**src/rtl/pattern_detect_param.sv**
```systemverilog
// -----------------------------------------------------------------------------
// pattern_detect_param
//   Serial pattern detector with a run-time loadable PAT_W-bit pattern. It
//   supports overlapping and non-overlapping matching, drives a registered
//   one-cycle match pulse, and keeps a saturating match counter with a sticky
//   saturation flag.
//
// Parameters
//   PAT_W     pattern length in bits (2..16)
//   CNT_W     match counter width (>= 1)
//
// Ports
//   clk       rising-edge clock
//   rst       asynchronous, active-high reset
//   x_i       serial data bit
//   valid_i   qualifies x_i; history shifts only when high
//   load_i    latch pattern_i, clear history, start detection
//   pattern_i pattern to load; bit PAT_W-1 is the first bit received
//   overlap_i 1 = overlapping matches, 0 = non-overlapping
//   clr_cnt_i synchronous clear of count_o and sat_o
//   z_o       registered one-cycle match pulse
//   count_o   saturating match count
//   sat_o     sticky; set when count_o reaches 2^CNT_W-1
//   busy_o    high whenever the detector is not idle
// -----------------------------------------------------------------------------
module pattern_detect_param #(
    parameter int PAT_W = 4,
    parameter int CNT_W = 8
) (
    input  logic             clk,
    input  logic             rst,
    input  logic             x_i,
    input  logic             valid_i,
    input  logic             load_i,
    input  logic [PAT_W-1:0] pattern_i,
    input  logic             overlap_i,
    input  logic             clr_cnt_i,
    output logic             z_o,
    output logic [CNT_W-1:0] count_o,
    output logic             sat_o,
    output logic             busy_o
);

    localparam int FILL_W = $clog2(PAT_W);
    // The last fill value seen in FILL. The next valid bit completes the
    // history and moves the detector to RUN.
    localparam logic [FILL_W-1:0] FILL_LAST = FILL_W'(PAT_W - 2);
    localparam logic [CNT_W-1:0]  CNT_MAX   = '1;

    typedef enum logic [1:0] {
        IDLE,
        FILL,
        RUN
    } state_e;

    state_e              state_q, state_d;
    logic [PAT_W-1:0]    pat_q, pat_d;
    logic [PAT_W-2:0]    hist_q, hist_d;
    logic [FILL_W-1:0]   fill_q, fill_d;
    logic                z_q, z_d;
    logic [CNT_W-1:0]    count_q, count_d;
    logic                sat_q, sat_d;

    logic [PAT_W-1:0]    cand;
    logic                match;

    // Candidate word: the stored history followed by the incoming bit.
    // Its low PAT_W-1 bits also form the shifted history. Taking the shift
    // from cand means PAT_W=2 needs no special case.
    assign cand = {hist_q, x_i};

    // NOTE: combinational next-state logic gives every output a default
    // first, so no path leaves a signal unassigned and no latch is inferred.
    always_comb begin
        state_d = state_q;
        pat_d   = pat_q;
        hist_d  = hist_q;
        fill_d  = fill_q;
        count_d = count_q;
        sat_d   = sat_q;
        match   = 1'b0;

        if (load_i) begin
            // load takes priority. x_i is ignored in this cycle.
            pat_d   = pattern_i;
            hist_d  = '0;
            fill_d  = '0;
            state_d = FILL;
        end else if (valid_i) begin
            unique case (state_q)
                FILL: begin
                    hist_d = cand[PAT_W-2:0];
                    fill_d = fill_q + 1'b1;
                    if (fill_q == FILL_LAST) begin
                        state_d = RUN;
                    end
                end
                RUN: begin
                    match = (cand == pat_q);
                    if (match && !overlap_i) begin
                        // Non-overlapping: the next match needs PAT_W fresh bits.
                        hist_d  = '0;
                        fill_d  = '0;
                        state_d = FILL;
                    end else begin
                        hist_d = cand[PAT_W-2:0];
                    end
                end
                default: ;
            endcase
        end

        z_d = match;

        // A clear wins over a coincident increment. z_o still pulses.
        if (clr_cnt_i) begin
            count_d = '0;
            sat_d   = 1'b0;
        end else if (match && (count_q != CNT_MAX)) begin
            count_d = count_q + 1'b1;
            if (count_q == CNT_MAX - 1'b1) begin
                sat_d = 1'b1;
            end
        end
    end

    // NOTE: sequential state uses non-blocking assignments only, so every
    // register samples its pre-edge value regardless of statement order.
    always_ff @(posedge clk or posedge rst) begin
        if (rst) begin
            state_q <= IDLE;
            pat_q   <= '0;
            hist_q  <= '0;
            fill_q  <= '0;
            z_q     <= 1'b0;
            count_q <= '0;
            sat_q   <= 1'b0;
        end else begin
            state_q <= state_d;
            pat_q   <= pat_d;
            hist_q  <= hist_d;
            fill_q  <= fill_d;
            z_q     <= z_d;
            count_q <= count_d;
            sat_q   <= sat_d;
        end
    end

    assign z_o     = z_q;
    assign count_o = count_q;
    assign sat_o   = sat_q;
    assign busy_o  = (state_q != IDLE);

endmodule
```
**config.mk**
```make
export PLATFORM = sky130hd
export DESIGN_NAME = pattern_detect_param
export DESIGN_NICKNAME = d
export VERILOG_FILES = /design/src/rtl/pattern_detect_param.sv
export SDC_FILE = /design/constraint.sdc
export NUM_CORES = 1
export LEC_CHECK = 0
export CORE_MARGIN = 5
export CORE_UTILIZATION = 35
export CTS_BUF_LIST = sky130_fd_sc_hd__clkbuf_16
export DETAILED_ROUTE_END_ITERATION = 8
export PLACE_DENSITY = 0.64
export SYNTH_ARGS = -nofsm -noshare
export SYNTH_HDL_FRONTEND = slang
export SYNTH_SLANG_ARGS = --single-unit
export TNS_END_PERCENT = 50
```
**constraint.sdc**
```tcl
create_clock -name clk -period 5 [get_ports clk]
set_input_delay 1 -clock clk [delete_from_list [all_inputs] [get_ports clk]]
set_output_delay 1 -clock clk [all_outputs]
set_load 0.03 [all_outputs]
```
==> flow_summary.yaml, run 1 <==
cells_and_area:
  fin_cells: 186
  n_antenna_cell: 0
  syn_to_final_growth_pct: 26.2
  nets: 155
  fill_cells: 314
  drive_above_1_share_pct: 18.6
  mostFrequentLayoutCells: "dfrtp_1 (21), clkdlybuf4s50_1 (21), mux2_2 (11), nor2_1 (10), nor2b_1 (7)"
  finalCoreUtilization_pct: 46.0
  fin_area_sq_um: 1560
die:
  start_util_pct: 36.4
  io_pins: 22
  die-area_sq_um: 4820
  fp.dieH_microns: 69.4
  fp-row-count: 21
  coreArea_sq_um: 3390
  die_w_microns: 69.4
clock_network:
  cts-root-buf: "clkbuf_16"
  cts_buffer_depth: 2
  cts.sinks: 21
  clkTransAtPathRegs_ns: 0.06
  clock_latency_ns: 0.25
  postCtsSetupBuffers: 0
  numCtsBuffers: 3
  cts_resized: 0
  cts_tree: "yes"
  postCtsHoldBufs: 0
  htree_num_levels: 1
route:
  via_count: 969
  postRouteAntennaNets: 0
  avgViaCountPerCell: 5.21
  drtPass1Iterations: 4
  wl_mm: 2.68
  drc: 0
  drtIter0Drc: 32
  wl_per_cell_microns: 14.4
placement:
  dp_cells: 182
  placed_cell_area_sq_um: 1480
  io_buffers: 21
  place_congestion: 0.792
  hpwlAfterDp_mm: 2.05
  dpl_worst_slack_ns: 1.90
yosys:
  ys_ff_latch: 21
  synth.avg_cell_area_sq_um: 10.4
  syn_inst: 119
  ys_async_sr_fraction_pct: 100
  synth.distinct_cells: 39
  synth_edf_count: 0
  synth-main-ff-cell: "dfrtp_1"
  synth_area_sq_um: 1230
  synth_top_area_share_pct: 42.6
  yosys.area.top_type: "dfrtp_1"
  syn_nets: 133
  yosysSeqAreaShare_pct: 42.6
  synth_area_leaders: "dfrtp_1 (43%), mux2_2 (10%), nor2b_1 (3.5%)"
  yosysWarningCount: 0
worst_hold_path:
  hold_class: "flop to flop"
worst_setup_path:
  crit_fanout: 14
  crit_family: "simple AND/OR/NAND/NOR gates"
  cpPeakStageDelay_ns: 0.70
  critPathKind: "input port to flop"
  critPathSlowestCell: "clkdlybuf4s50_1"
  crit_chain: "clkdlybuf4s50_1 > and2b_2 > o211ai_2 > nor4_1 > mux2_2"
  cp-start-kind: "input port"
  arrival_ns: 2.98
  required_ns: 5.14
  path_buf_inv: 1
  end_kind: "flop"
sta:
  rsz0062_at_grt: "false"
  timing.final.ws_setup_ns: 2.16
  finalCriticalPeriod_ns: 2.84
  period_share_pct: 56.9
  slew_headroom_pct: 46.9
  setup_tns_ns: 0
  fin_skew_ns: 0.00214
  whs_ns: 0.524
  hold_violations: 0
  setup_viol: 0
  drv_slew: 0
  fmax_mhz: 352
  worstMarginPinSlew_ns: 0.795
power_and_ir_drop:
  power.total_uw: 406
  peakVddDrop_mv: 0.120
  power_density_nw_per_um2: 260
  power_leakage_nw: 0.619
global_routing:
  gr-usage-met1_pct: 15.7
  grt_max_degree: 22
  grt-ovfl-total: 0
  grt_pass1_wl_mm: 4.79
  grt_usage_pct: 11.8
  grt_pass1_vias: 1052
  grtUsageMet3_pct: 0.725
  grt_antenna_before_repair: 0
  use_met2_pct: 19.6
  gr-max-usage-layer: "met2"
outcome:
  status: "finished, final reports clean"
run:
  cap_violations: 0
-- cells in the mapped netlist (2+ instances only) --
cell type	count
ha_1	3
xnor2_1	2
nand2_1	4
and2b_2	2
a21oi_1	4
nor2b_1	7
a22o_2	2
and2b_1	2
mux2_2	11
or4_1	2
inv_1	6
and3_1	2
nand4_1	4
nand2b_1	2
nor4_1	3
clkbuf_1	2
nor2_1	10
nor3_1	3
nor4b_1	2
o21ai_0	2
dfrtp_1	21
a41oi_1	2
nand3_1	4
o31ai_1	2
-- cell type report --
type | count | area, sq um | share of cell area, %
sequential | 21 | 526 | 33.7
timing repair buffer | 21 | 210 | 13.5
clock buffer | 3 | 75.1 | 4.82
inverter | 6 | 22.5 | 1.44
tap | 46 | 57.6 | 3.69
multi-input combinational | 88 | 663 | 42.5
clock inverter | 1 | 5.00 | 0.321
-- where the power goes --
part | internal, mW | total, mW | switching (mW) | leakage, nW
clock network | 0.107 | 0.168 | 0.0611 | 0.0409
logic | 0.0257 | 0.0548 | 0.0291 | 0.301
registers | 0.177 | 0.183 | 0.00554 | 0.277
total | 0.310 | 0.406 | 0.0958 | 0.619
-- registers in the layout (all words and copies together) (netlist names) --
register,cells
sat_o,1
pat_q,4
fill_q,2
state_q,2
hist_q,3
count_o,8
z_o,1
-- cell families after synthesis --
| kind of cell | Yosys count | synth area share [%] |
|---|---|---|
| flip-flops | 21 | 42.6 |
| XOR/XNOR | 3 | 2.74 |
| buffers and inverters | 10 | 3.75 |
| adder cells (fa/ha/maj) | 3 | 3.04 |
| multiplexers | 11 | 10.0 |
| AND/OR/NAND/NOR | 54 | 26.0 |
| AO/OA/AOI/OAI | 17 | 11.9 |
-- worst paths after layout --
kind / startpoint / end / slack (ns) / depth (start not counted)
min in group asynchronous: rst / count_o[4] / 1.19 / 2
worst max-delay path: load_i / count_o[7] / 2.16 / 5
worst max register to register: count_o[0] / count_o[7] / 3.15 / 5
worst min-delay path: pat_q[1] / pat_q[1] / 0.52 / 1
max in group asynchronous: rst / pat_q[0] / 3.30 / 2
worst min register to register: pat_q[1] / pat_q[1] / 0.52 / 1
-- layer usage --
| metal | share of wire (%) | routed length, microns |
|---|---|---|
| met1 | 47 | 1260 |
| met2 | 49 | 1310 |
| met3 | 2.0 | 53 |
| met4 | 1.7 | 45 |
| met5 | 0 | 0 |
Note: power is estimated with default switching activity, not from simulation.
==> run 2, diff against run 1 <==
Clock period 5 ns to 2.8 ns, I/O delays scaled along.
==> run 2 against run 1 <==
  * Cell area grew 0.40%
  * Flip-flop and latch count is the same
  * Clock skew is essentially flat
  * Clock-buffer cell count is the same
  * First-iteration DRC count grew 16%
  * Clock power grew 76%
  * Critical path type unchanged
  * Largest cell class unchanged
  * Via count shrank 1.2%
  * Sequential power grew 78%
==> flow_summary.yaml, run 2 (synthesized netlist as in run 1, its figures left out) <==
die:
  fp.dieH_microns: 69.4
  io_pins: 22
  die_w_microns: 69.4
  start_util_pct: 36.4
  coreArea_sq_um: 3390
  die-area_sq_um: 4820
  fp-row-count: 21
route:
  via_count: 957
  drtPass1Iterations: 4
  wl_mm: 2.62
  postRouteAntennaNets: 0
  drtIter0Drc: 37
  avgViaCountPerCell: 5.12
  drc: 0
  wl_per_cell_microns: 14.0
sta:
  setup_tns_ns: 0
  fin_skew_ns: 0.00229
  setup_viol: 0
  finalCriticalPeriod_ns: 2.13
  whs_ns: 0.532
  period_share_pct: 75.9
  timing.final.ws_setup_ns: 0.674
  drv_slew: 0
  fmax_mhz: 470
  rsz0062_at_grt: "false"
  slew_headroom_pct: 47.3
  worstMarginPinSlew_ns: 0.789
  hold_violations: 0
cells_and_area:
  fill_cells: 308
  syn_to_final_growth_pct: 26.7
  largest_reg_flops: 8
  drive_above_1_share_pct: 18.4
  nets: 156
  fin_area_sq_um: 1570
  mostFrequentLayoutCells: "dfrtp_1 (21), clkdlybuf4s50_1 (21), mux2_2 (11), nor2_1 (10)"
  fin_cells: 187
  n_antenna_cell: 0
global_routing:
  grt_pass1_vias: 968
  grt_usage_pct: 11.3
  grt_antenna_before_repair: 0
  grt-ovfl-total: 0
  grt_max_degree: 22
  grt_pass1_wl_mm: 4.49
worst_setup_path:
  reg2reg_slack_ns: 0.92
  crit_fanout: 8
  r2r-start: "count_o[0]"
  required_ns: 2.94
  critPathKind: "input port to flop"
  reg2reg_to: "count_o[7]"
  end_kind: "flop"
  cp-start-kind: "input port"
  arrival_ns: 2.26
  rr_worst_depth: 5
power_and_ir_drop:
  swShare_pct: 23.0
  combPwrFrac_pct: 13.6
  power_density_nw_per_um2: 459
  peakVddDrop_mv: 0.161
  intPower_uw: 553
  clkPwrFrac_pct: 41.0
  power_switching_uw: 166
  power_leakage_nw: 0.625
  p_seq_share_pct: 45.4
clock_network:
  cts_buffer_depth: 2
  cts_tree: "yes"
  postCtsSetupBuffers: 0
  cts-root-buf: "clkbuf_16"
  cts.sinks: 21
  numCtsBuffers: 3
  clkTransAtPathRegs_ns: 0.06
  clock_latency_ns: 0.25
  postCtsHoldBufs: 0
  htree_num_levels: 1
  cts_resized: 0
placement:
  place_congestion: 0.797
  io_buffers: 21
  dp_cells: 183
  dpl_worst_slack_ns: 0.439
  placed_cell_area_sq_um: 1490
  hpwlAfterDp_mm: 1.97
worst_hold_path:
  hold_class: "flop to flop"
  worstHoldStart: "pat_q[1]"
  whs_endpoint: "pat_q[1]"
  holdPathStages: 1
outcome:
  status: "finished, final reports clean"
run:
  cap_violations: 0
==> run 2: cell types whose count changed in the layout (fill, tap and decap cells not counted), sizes merged <==
cell    delta
buf        +1
clkinv     -1
inv        +1
==> run 2: layout make-up <==
class	count	area, sq um	area share (%)
clock buffer	3	75.1	4.80
clock inverter	1	3.75	0.240
inverter	6	22.5	1.44
multi-input combinational	88	663	42.4
sequential	21	526	33.6
tap	46	57.6	3.68
timing repair buffer	22	218	13.9
==> run 2: power by group through the flow <==
| stage | registers, mW | clock network (mW) | logic (mW) |
|---|---|---|---|
| 6_report | 0.326 | 0.295 | 0.0980 |
| 5_1_grt | 0.328 | 0.316 | 0.109 |
| 4_1_cts | 0.326 | 0.302 | 0.0991 |
| 3_5_place_dp | 0.332 | 0 | 0.0988 |
| 3_3_place_gp | 0.331 | 0 | 0.0955 |
| 2_1_floorplan | 0.329 | 0 | 0.0680 |
==> run 2: worst max-delay path by stage <==
stage,startpoint,end,slack [ns],depth (start not counted)
6_report,valid_i,count_o[7],0.67,5
5_1_grt,valid_i,count_o[7],0.53,5
4_1_cts,state_q[0],busy_o,0.69,2
3_5_place_dp,valid_i,count_o[7],0.44,5
3_3_place_gp,valid_i,count_o[7],0.49,5
2_1_floorplan,count_o[0],count_o[5],0.99,5
==> run 2: metrics by stage <==
step	power (mW)	util, %
global placement	0.426	43.9
CTS	0.727	46.2
floorplan	0.397	-
finish	0.719	46.2
global route	0.752	46.2
detailed placement	0.430	43.9
==> run 2: critical path: stages <==
cell,delay [ns]
clkdlybuf4s50_1,0.59
and2b_2,0.24
o211ai_2,0.19
nor4_1,0.32
mux2_2,0.37
==> run 2: layer usage <==
| metal | vias to the layer above | share of wire, % | track usage [%] | wire length (microns) |
|---|---|---|---|---|
| met1 | 466 | 48 | 14.1 | 1250 |
| met4 | 0 | 1.3 | 5.21 | 34 |
| met2 | 13 | 48 | 18.5 | 1250 |
| met3 | 2 | 3.2 | 2.17 | 84 |
| met5 | - | 0 | 0 | 0 |
| li1 | 476 | - | - | - |
==> run 3, diff against run 2 <==
Clock period 2.8 ns to 2.2 ns, I/O delays scaled along.
==> run 3 against run 2 <==
  * Global-route usage up 0.62 points
  * Hold slack got worse by 0.013 ns
  * Routed wire length up 3.1%
  * Cell area grew 0.96%
  * Critical path depth down 3
  * Flip-flop and latch count unchanged
  * Clock-buffer cell count stayed put
  * Worst setup slack got worse by 0.47 ns
  * Sequential share of layout area down 0.32 points
  * Via count grew 3.1%
  * Register-to-register slack got worse by 0.59 ns
  * Die area unchanged
  * Critical endpoint is now busy_o
  * Highest routed layer unchanged
==> flow_summary.yaml, run 3 (synthesized netlist as in run 1, its figures left out) <==
outcome:
  status: "finished, final reports clean"
run:
  cap_violations: 0
clock_network:
  clock_latency_ns: 0.25
  postCtsHoldBufs: 0
  cts_buffer_depth: 2
  clkTransAtPathRegs_ns: 0.06
  cts_tree: "yes"
  numCtsBuffers: 3
  cts_resized: 0
  cts-root-buf: "clkbuf_16"
  htree_num_levels: 1
  postCtsSetupBuffers: 0
  cts.sinks: 21
worst_setup_path:
  end_kind: "primary output"
  reg2reg_slack_ns: 0.33
  critPathKind: "flop to primary output"
  required_ns: 1.76
  cpPeakStageDelay_ns: 0.59
  reg2reg_to: "count_o[7]"
  cp-start-kind: "flop"
  cp-endpoint: "busy_o"
  rr_worst_depth: 5
  crit_fanout: 4
  arrival_ns: 1.56
  critPathSlowestCell: "clkdlybuf4s50_1"
  crit_chain: "or2_2 > clkdlybuf4s50_1"
  cp-startpoint: "state_q[0]"
  r2r-start: "count_o[0]"
route:
  drt-met1-wl_mm: 1.25
  dr.max_layer_used: "met4"
  drc: 0
  wl_per_cell_microns: 14.3
  via_count: 987
  avgViaCountPerCell: 5.22
  drtIter0Drc: 32
  wl_mm: 2.70
  drtPass1Iterations: 4
  wl_met2_mm: 1.30
  postRouteAntennaNets: 0
  wl_met3_microns: 85
power_and_ir_drop:
  power_switching_uw: 222
  clkPwrFrac_pct: 41.4
  intPower_uw: 707
  combPwrFrac_pct: 13.9
  peakVddDrop_mv: 0.310
  swShare_pct: 23.9
  power_leakage_nw: 0.635
  p_seq_share_pct: 44.7
  power_density_nw_per_um2: 588
die:
  die-area_sq_um: 4820
  start_util_pct: 36.4
  coreArea_sq_um: 3390
  fp-row-count: 21
  io_pins: 22
  fp.dieH_microns: 69.4
  die_w_microns: 69.4
global_routing:
  grt_pass1_wl_mm: 4.62
  grt_pass1_vias: 982
  grt_max_degree: 22
  grt-ovfl-total: 0
  grt_antenna_before_repair: 0
  grt_usage_pct: 11.9
cells_and_area:
  syn_to_final_growth_pct: 28.0
  mostFrequentLayoutCells: "dfrtp_1 (21), clkdlybuf4s50_1 (21), mux2_2 (11), nor2_1 (10)"
  n_antenna_cell: 0
  finalCoreUtilization_pct: 46.6
  largest_reg_flops: 8
  fin_cells: 189
  nets: 158
  drive_above_1_share_pct: 19.6
placement:
  io_buffers: 21
  hpwlAfterDp_mm: 2.00
  dp_cells: 185
  place_congestion: 0.803
sta:
  fmax_mhz: 501
  worstMarginPinSlew_ns: 0.487
  whs_ns: 0.518
  finalCriticalPeriod_ns: 2.00
  setup_viol: 0
  hold_violations: 0
  rsz0062_at_grt: "false"
  slew_headroom_pct: 67.5
  period_share_pct: 90.8
  fin_skew_ns: 0.00206
  drv_slew: 0
worst_hold_path:
  hold_class: "input port to async pin"
## run 3: cell count changes in the layout (fill, tap and decap cells not counted), sizes merged
cell | before | now
buf | 1 | 3
## run 3: layout make-up
| type | instances | area, sq um |
|---|---|---|
| well taps | 46 | 57.6 |
| clock buffers | 3 | 75.1 |
| flip-flops and latches | 21 | 526 |
| multi-input cells | 88 | 663 |
| repair buffers | 24 | 233 |
| fillers | 315 | 1810 |
| clock inverters | 1 | 3.75 |
| inverters | 6 | 22.5 |
## run 3: stage by stage
stage               setup TNS [ns]  setup slack [ns]  cell area (sq um)  power [mW]
finish                           0             0.203               1580       0.929
global route                     0            0.0980               1580       0.965
CTS                              0             0.193               1580       0.934
detailed placement          -0.104           -0.0685               1500       0.553
global placement                 0            0.0453               1500       0.546
floorplan                        0             0.390               1230       0.506
## run 3: worst min path at each step
stage,from,end,slack (ns)
after floorplan,rst,count_o[0],0.42
after CTS,rst,count_o[4],0.54
final,rst,pat_q[0],0.52
after detailed placement,hist_q[2],hist_q[2],0.52
after global routing,rst,pat_q[0],0.55
after global placement,state_q[0],state_q[0],0.50
## run 3: critical path: cells and delay by family (launching register included)
family	cells	cell delay (ns)
flops	1	0.40
simple gates	1	0.31
buf+inv	1	0.59
## run 3: metal layers
layer	GRT usage (%)	up-vias
li1	-	485
met1	15.4	477
met2	18.6	20
met3	2.03	5
met4	6.51	0
met5	0	-
## run 3: power by group through the flow
| stage | combinational [mW] | clock, mW | sequential, mW |
|---|---|---|---|
| 2_1_floorplan | 0.0866 | 0 | 0.419 |
| 3_3_place_gp | 0.125 | 0 | 0.421 |
| 3_5_place_dp | 0.130 | 0 | 0.423 |
| 4_1_cts | 0.131 | 0.387 | 0.416 |
| 5_1_grt | 0.142 | 0.405 | 0.418 |
| 6_report | 0.129 | 0.385 | 0.415 |
